===== src/rtl/mux8x1_rr_if.sv =====
// rtl/mux8x1_rr_if.sv - lane-side and result-side handshake bundle for mux8x1_rr
interface mux8x1_rr_if #(
    parameter int WIDTH = 1
);
    logic [8*WIDTH-1:0] in_data;
    logic [7:0]         in_valid;
    logic [7:0]         in_ready;
    logic [WIDTH-1:0]   result;
    logic [2:0]         sel;
    logic               out_valid;
    logic               out_ready;

    modport master (
        output in_data, in_valid, out_ready,
        input  in_ready, result, sel, out_valid
    );

    modport slave (
        input  in_data, in_valid, out_ready,
        output in_ready, result, sel, out_valid
    );
endinterface


===== src/rtl/mux8x1_rr.sv =====
// rtl/mux8x1_rr.sv - 8-lane to 1-lane round-robin mux with registered result and lane index
// Optional fixed-select mode enabled by defining MUX8X1_FORCE_SEL_EN.
module mux8x1_rr #(
    parameter int WIDTH = 1
) (
    input logic clk,
    input logic rst,
`ifdef MUX8X1_FORCE_SEL_EN
    input logic       force_en,
    input logic [2:0] force_sel,
`endif
    mux8x1_rr_if.slave bus
);
    typedef enum logic {EMPTY, FULL} state_t;

    state_t           state_q, state_d;
    logic [2:0]       ptr_q, ptr_d;
    logic [2:0]       sel_q, sel_d;
    logic [WIDTH-1:0] result_q, result_d;

    logic             adv;
    logic [7:0]       eligible;
    logic             found;
    logic [2:0]       gnt_idx;
    logic [2:0]       idx;
    logic             grant;
    logic [7:0]       in_ready_c;

    always_comb begin
        adv      = (state_q == EMPTY) || bus.out_ready;
        eligible = bus.in_valid;
`ifdef MUX8X1_FORCE_SEL_EN
        if (force_en) begin
            eligible = bus.in_valid & (8'b1 << force_sel);
        end
`endif
        // First eligible lane scanning upward from ptr, wrapping 7->0.
        found   = 1'b0;
        gnt_idx = 3'd0;
        idx     = 3'd0;
        for (int i = 0; i < 8; i++) begin
            idx = ptr_q + 3'(i);
            if (!found && eligible[idx]) begin
                found   = 1'b1;
                gnt_idx = idx;
            end
        end

        grant      = adv && found && !rst;
        in_ready_c = grant ? (8'b1 << gnt_idx) : 8'b0;

        state_d  = state_q;
        ptr_d    = ptr_q;
        sel_d    = sel_q;
        result_d = result_q;
        if (grant) begin
            state_d  = FULL;
            sel_d    = gnt_idx;
            result_d = bus.in_data[int'(gnt_idx)*WIDTH +: WIDTH];
`ifdef MUX8X1_FORCE_SEL_EN
            if (!force_en) begin
                ptr_d = gnt_idx + 3'd1;
            end
`else
            ptr_d = gnt_idx + 3'd1;
`endif
        end else if (adv) begin
            state_d = EMPTY;
        end
    end

    always_ff @(posedge clk or posedge rst) begin
        if (rst) begin
            state_q  <= EMPTY;
            ptr_q    <= 3'd0;
            sel_q    <= 3'd0;
            result_q <= '0;
        end else begin
            state_q  <= state_d;
            ptr_q    <= ptr_d;
            sel_q    <= sel_d;
            result_q <= result_d;
        end
    end

    assign bus.in_ready  = in_ready_c;
    assign bus.result    = result_q;
    assign bus.sel       = sel_q;
    assign bus.out_valid = (state_q == FULL);
endmodule


===== src/flat_wrapper.sv =====
// flat-port wrapper written by rule: the top's interface ports become plain ports
module mux8x1_rr_flat 
#(
    parameter int WIDTH = 1
)
  (clk, rst, bus_in_data, bus_in_valid, bus_out_ready, bus_in_ready, bus_result, bus_sel, bus_out_valid);
  mux8x1_rr_if #(.WIDTH(WIDTH)) bus_i ();
  input logic clk;
  input logic rst;
  input wire logic [$bits(bus_i.in_data)-1:0] bus_in_data;
  input wire logic [$bits(bus_i.in_valid)-1:0] bus_in_valid;
  input wire logic [$bits(bus_i.out_ready)-1:0] bus_out_ready;
  output wire logic [$bits(bus_i.in_ready)-1:0] bus_in_ready;
  output wire logic [$bits(bus_i.result)-1:0] bus_result;
  output wire logic [$bits(bus_i.sel)-1:0] bus_sel;
  output wire logic [$bits(bus_i.out_valid)-1:0] bus_out_valid;
  assign bus_i.in_data = bus_in_data;
  assign bus_i.in_valid = bus_in_valid;
  assign bus_i.out_ready = bus_out_ready;
  assign bus_in_ready = bus_i.in_ready;
  assign bus_result = bus_i.result;
  assign bus_sel = bus_i.sel;
  assign bus_out_valid = bus_i.out_valid;
  mux8x1_rr #(.WIDTH(WIDTH)) u_core (.clk(clk), .rst(rst), .bus(bus_i));
endmodule

===== config.mk =====
export PLATFORM = sky130hd
export DESIGN_NAME = mux8x1_rr_flat
export DESIGN_NICKNAME = d
export VERILOG_FILES = /design/src/rtl/mux8x1_rr_if.sv /design/src/rtl/mux8x1_rr.sv /design/src/flat_wrapper.sv
export SDC_FILE = /design/constraint.sdc
export NUM_CORES = 1
export LEC_CHECK = 0
export BUFFER_PORTS_ARGS = -buffer_cell sky130_fd_sc_hd__buf_2
export CAP_MARGIN = 20
export CORE_MARGIN = 4
export CORE_UTILIZATION = 57
export DETAILED_ROUTE_END_ITERATION = 8
export GPL_ROUTABILITY_DRIVEN = 0
export PLACE_DENSITY = 0.79
export RECOVER_POWER = 50
export SYNTH_ARGS = -nofsm -noshare
export SYNTH_HDL_FRONTEND = slang
export SYNTH_SLANG_ARGS = --single-unit

===== constraint.sdc =====
create_clock -name clk -period 10.9 [get_ports clk]
set_clock_uncertainty 0.2 [all_clocks]
set_input_delay 2.18 -clock clk [delete_from_list [all_inputs] [get_ports clk]]
set_output_delay 2.18 -clock clk [all_outputs]
set_load 0.01 [all_outputs]

==> impl_metrics.ini, run 1 <==
[detailed_routing]
drt_iter0_markers = 139
vias_per_cell = 6.84
ant_nets = 0
wl_per_cell_um = 19.3
drc = 0
wirelength_um = 4220
vias = 1499
dr.pass1.iters = 4

[global_route]
grt_overflow = 0
use_met1 = 0.307
grt_max_degree = 24
grt-busiest-layer = met2
antenna_found_initial = 0
grtUsageTotal = 0.221
met3_usage = 0.0252
grt_pass1_vias = 1492
grt_pass1_wl_um = 7160
use_met2 = 0.362

[timing]
fin_crit_ps = 7700
maxSlewHeadroom = 0.297
rsz0062_at_grt = no
min_period_over_period = 0.706
tightest_slew_ps = 1050
setup_viol = 0
hold_violations = 0
slew_violations = 0
max_freq_mhz = 130
tns_ps = 0

[floorplan]
core_um2 = 2810
dieArea_um2 = 3910
die_x_um = 62.5
die_y_um = 62.5
initial_core_util = 0.604
row_count = 19
ios = 32

[synth]
yosysSeqAreaShare = 0.118
synth_fp_nets = 187
ys_ff_latch = 8
synth_top_area_frac = 0.213
ys_types = 57
synthArstFlopShare = 1.00
synth_area_leader_cell = mux4_2
synthTopCellsByCount = mux2i_1 (18), mux4_2 (16), nor2_1 (10)
synth_edf_count = 0
synth_top_cells_by_area = mux4_2 (21%), dfrtp_1 (12%), mux2i_1 (11%)
ys.warnings.count = 0
ys.flop_type = dfrtp_1
synth.most_common_cell = mux2i_1
synth_area_um2 = 1700
postSynthAreaPerCell_um2 = 10.3
postSynthCellCount = 164

[worst_setup_path]
worst_ep_arrival_time_ps = 5320
critPathLaunchType = flip-flop
worstPathCellList = inv_1, ha_1, mux2i_1, mux4_2, a32o_1, a2111oi_0, a2bb2oi_1, or2_1, nor2b_1, ha_1, and2_1, buf_2
cp_top_family = adder cells
critPathMostFrequentCell = ha_1
r2r_start = u_core.ptr_q[0]
worstPathBufferInverterCount = 2
critPathSlowestCell = dfrtp_1
end_kind = output pin
cp_slowest_stage_delay_ps = 1030
crit_type = reg2out
rrSetupSlack_ps = 5400
cp.required_ps = 8520
worst-path-max-fanout = 23
crit_path_start = u_core.ptr_q[0]

[clock_tree]
post_cts_buffers = 0
clk_pin_slew_ps = 50
htree_levels = 1
cts-hold-fix-buffers = 0
clock_sinks = 8
worstSkewPairLatency_ps = 240
cts_inserted_buffers = 3
cts-resized-gates = 0
cts_max_path_buffers = 2
cts_tree = built
cts-root-buf = clkbuf_4

[layout]
drive_gt1_frac = 0.367
seq_area_um2 = 200
nNetsFinal = 213
n_antenna_cell = 0
area_growth_pct = 7.01
multi_input_area_um2 = 1370
fillers = 234

[hold_path]
hp-start = u_core.bus.sel[2]
min_path_type = reg2reg

[status]
run_status = complete, no violations

[placement]
portBuffers = 31
dpl.hpwl_um = 3320

[flow_run]
drv_cap = 0
## logic make-up (layout without fill, tap and decap cells)
group                      count (synthesis)  after routing  synth area share
and+or+nand+nor                           47             47             0.168
muxes                                     44             44             0.394
AOI/OAI and AO/OA                         36             36             0.192
buffers and inverters                     20             44            0.0731
DFF                                        8              8             0.118
xor gates and xnor gates                   5              5            0.0258
adders and majority gates                  4              4            0.0295
## layer usage
layer / up-vias / wire [um]
met3: 10 / 295
met2: 75 / 2100
met4: 0 / 64
li1: 690 / -
met5: - / 0
met1: 724 / 1760
## registers in the layout, summed over array words and instances (netlist names)
name                  flops
u_core.ptr_q              3
u_core.bus.result         1
u_core.bus.sel            3
u_core.bus.out_valid      1
## cells in the final DEF (no fill, tap or decap), drive strengths merged, types with 6 or more instances in the layout
cell,count
mux2i,18
clkbuf,9
and2,6
nor2,10
buf,26
dfrtp,8
nand2,7
inv,9
mux4,16
mux2,10
nor2b,8
## worst register-to-register path: stages (launching register included)
cell and delay (ps):
dfrtp_1 1030, inv_1 310, ha_1 940, mux2i_1 250, mux4_2 520, a32o_1 300
a2111oi_0 430, a2bb2oi_1 340, or2_1 310, nor2b_1 220, ha_1 250, mux2_2 270
## path summary, 6_finish.rpt
path	endpoint	depth (start not counted)
min reg2reg	u_core.bus.sel[2]	1
max	bus_in_ready[3]	12
min	u_core.bus.sel[2]	1
max in group asynchronous	u_core.ptr_q[2]	2
min in group asynchronous	u_core.bus.out_valid	2
max reg2reg	u_core.ptr_q[2]	11
## layout make-up
class | count | area share
Clock buffer | 3 | 0.0124
Inverter | 9 | 0.0186
Multi-Input combinational cell | 136 | 0.753
Sequential cell | 8 | 0.110
Tap cell | 31 | 0.0214
Timing Repair Buffer | 32 | 0.0841
## stage by stage
step / setup slack (ps) / instances / util / area [um^2] / hold WS [ps]
2_1_floorplan: 4030 / 164 / - / 1700 / 331
5_1_grt: 2810 / 219 / 0.647 / 1810 / 340
3_3_place_gp: 3510 / 215 / 0.641 / 1800 / 284
3_5_place_dp: 3440 / 215 / 0.641 / 1800 / 288
4_1_cts: 3220 / 218 / 0.649 / 1820 / 298
6_report: 3200 / 219 / 0.647 / 1810 / 294
Power of run 1 is left out: the tool's default activity adds up to more than one toggle a clock period on the data nets, which glitch-free logic cannot reach.
==> inputs of run 2 (changes only) <==
- CORE_UTILIZATION: 57 -> 51
- PLACE_DENSITY: 0.79 -> 0.74
- clock period: 10.9 -> 7 ns (I/O delays scaled with it)
==> impl_metrics.ini, run 2 (synthesized netlist as in run 1, its figures left out) <==
[clock_tree]
cts_inserted_buffers = 3
clk_pin_slew_ps = 50
cts-hold-fix-buffers = 0
post_cts_buffers = 0
cts-resized-gates = 0
cts-root-buf = clkbuf_4
cts_tree = built
cts_max_path_buffers = 2
worstSkewPairLatency_ps = 250
htree_levels = 1
clock_sinks = 8

[placement]
dpl.hpwl_um = 3300
portBuffers = 31
preCtsSetupSlack_ps = 896

[floorplan]
row_count = 20
dieArea_um2 = 4310
core_um2 = 3130
ios = 32
die_x_um = 65.7
initial_core_util = 0.542
die_y_um = 65.7

[detailed_routing]
ant_nets = 0
vias_per_cell = 6.38
drc = 0
drt_iter0_markers = 144
dr.pass1.iters = 4
vias = 1492
wirelength_um = 4210
wl_per_cell_um = 18.0

[timing]
fin_crit_ps = 6380
rsz0062_at_grt = no
tns_ps = 0
maxSlewHeadroom = 0.434
slew_violations = 0
finalWorstSetupSlack_ps = 620
tightest_slew_ps = 849
hold_violations = 0
min_period_over_period = 0.911
setup_viol = 0
max_freq_mhz = 157

[global_route]
grt_max_degree = 24
grtUsageTotal = 0.212
grt_pass1_vias = 1512
grt_overflow = 0
antenna_found_initial = 0
grt_pass1_wl_um = 7170

[worst_setup_path]
worst-path-max-fanout = 19
critPathLaunchType = flip-flop
critPathMostFrequentCell = ha_1
crit_type = reg2out
worstPathCellList = inv_1, ha_1, mux2i_1, mux4_2, a32o_1, a2111oi_0, a2bb2oi_1, or2_1, nor2b_1, ha_1, and2_1, buf_2
worst_ep_arrival_time_ps = 4780
critPathSlowestCell = ha_1
cp_slowest_stage_delay_ps = 910
end_kind = output pin
cp.required_ps = 5400

[layout]
area_growth_pct = 9.00
layout_common_cells = buf_2 (25), mux2i_1 (18), mux4_2 (16)
mostFrequentLayoutCell = buf_2
n_antenna_cell = 0
drive_gt1_frac = 0.374
nNetsFinal = 215

[flow_run]
drv_cap = 0

[hold_path]
min_path_type = reg2reg

[status]
run_status = complete, no violations
==> run 2: changes by cell type in the layout (fill, tap and decap cells not counted), sizes merged <==
cell and change:
buf +2
==> run 2: metrics by stage <==
stage / cells / utilization / area (um^2) / hold WS, ps
after detailed placement: 231 / 0.588 / 1840 / 288
after global routing: 234 / 0.591 / 1850 / 331
after CTS: 234 / 0.595 / 1860 / 300
after global placement: 231 / 0.588 / 1840 / 275
after floorplan: 164 / - / 1700 / 331
final: 234 / 0.591 / 1850 / 297
==> run 2: routing by layer <==
metal | wire, um | vias to the layer above | GRT usage
li1 | - | 694 | -
met1 | 1730 | 743 | 0.294
met2 | 2170 | 51 | 0.348
met3 | 301 | 4 | 0.0239
met4 | 23 | 0 | 0.0544
met5 | 0 | - | 0
==> run 2: worst paths after layout <==
check,startpoint,end,slack (ps),depth (start not counted)
worst min-delay path,u_core.bus.sel[2],u_core.bus.sel[2],300,1
min in group asynchronous,rst,u_core.bus.out_valid,930,2
max in group asynchronous,rst,u_core.ptr_q[1],5450,2
worst max register to register,u_core.ptr_q[1],u_core.ptr_q[2],2020,11
worst max-delay path,u_core.ptr_q[1],bus_in_ready[3],620,12
worst min register to register,u_core.bus.sel[2],u_core.bus.sel[2],300,1
==> run 2: area by class of cell <==
class,instances,area (um^2)
flip-flops and latches,8,200
clock buffers,3,22.5
well taps,44,55.1
inverters,9,33.8
fillers,273,1280
multi-input cells,136,1370
repair buffers,34,170
==> run 2: worst max-delay path, delay by kind of cell, from the launching register on <==
kind / cells / cell delay [ps]
adders and majority gates: 2 / 1070
AOI/OAI and AO/OA: 3 / 1060
muxes: 2 / 740
DFF: 1 / 670
and+or+nand+nor: 3 / 610
buffers and inverters: 2 / 390
Power of run 2 is left out for the same reason.
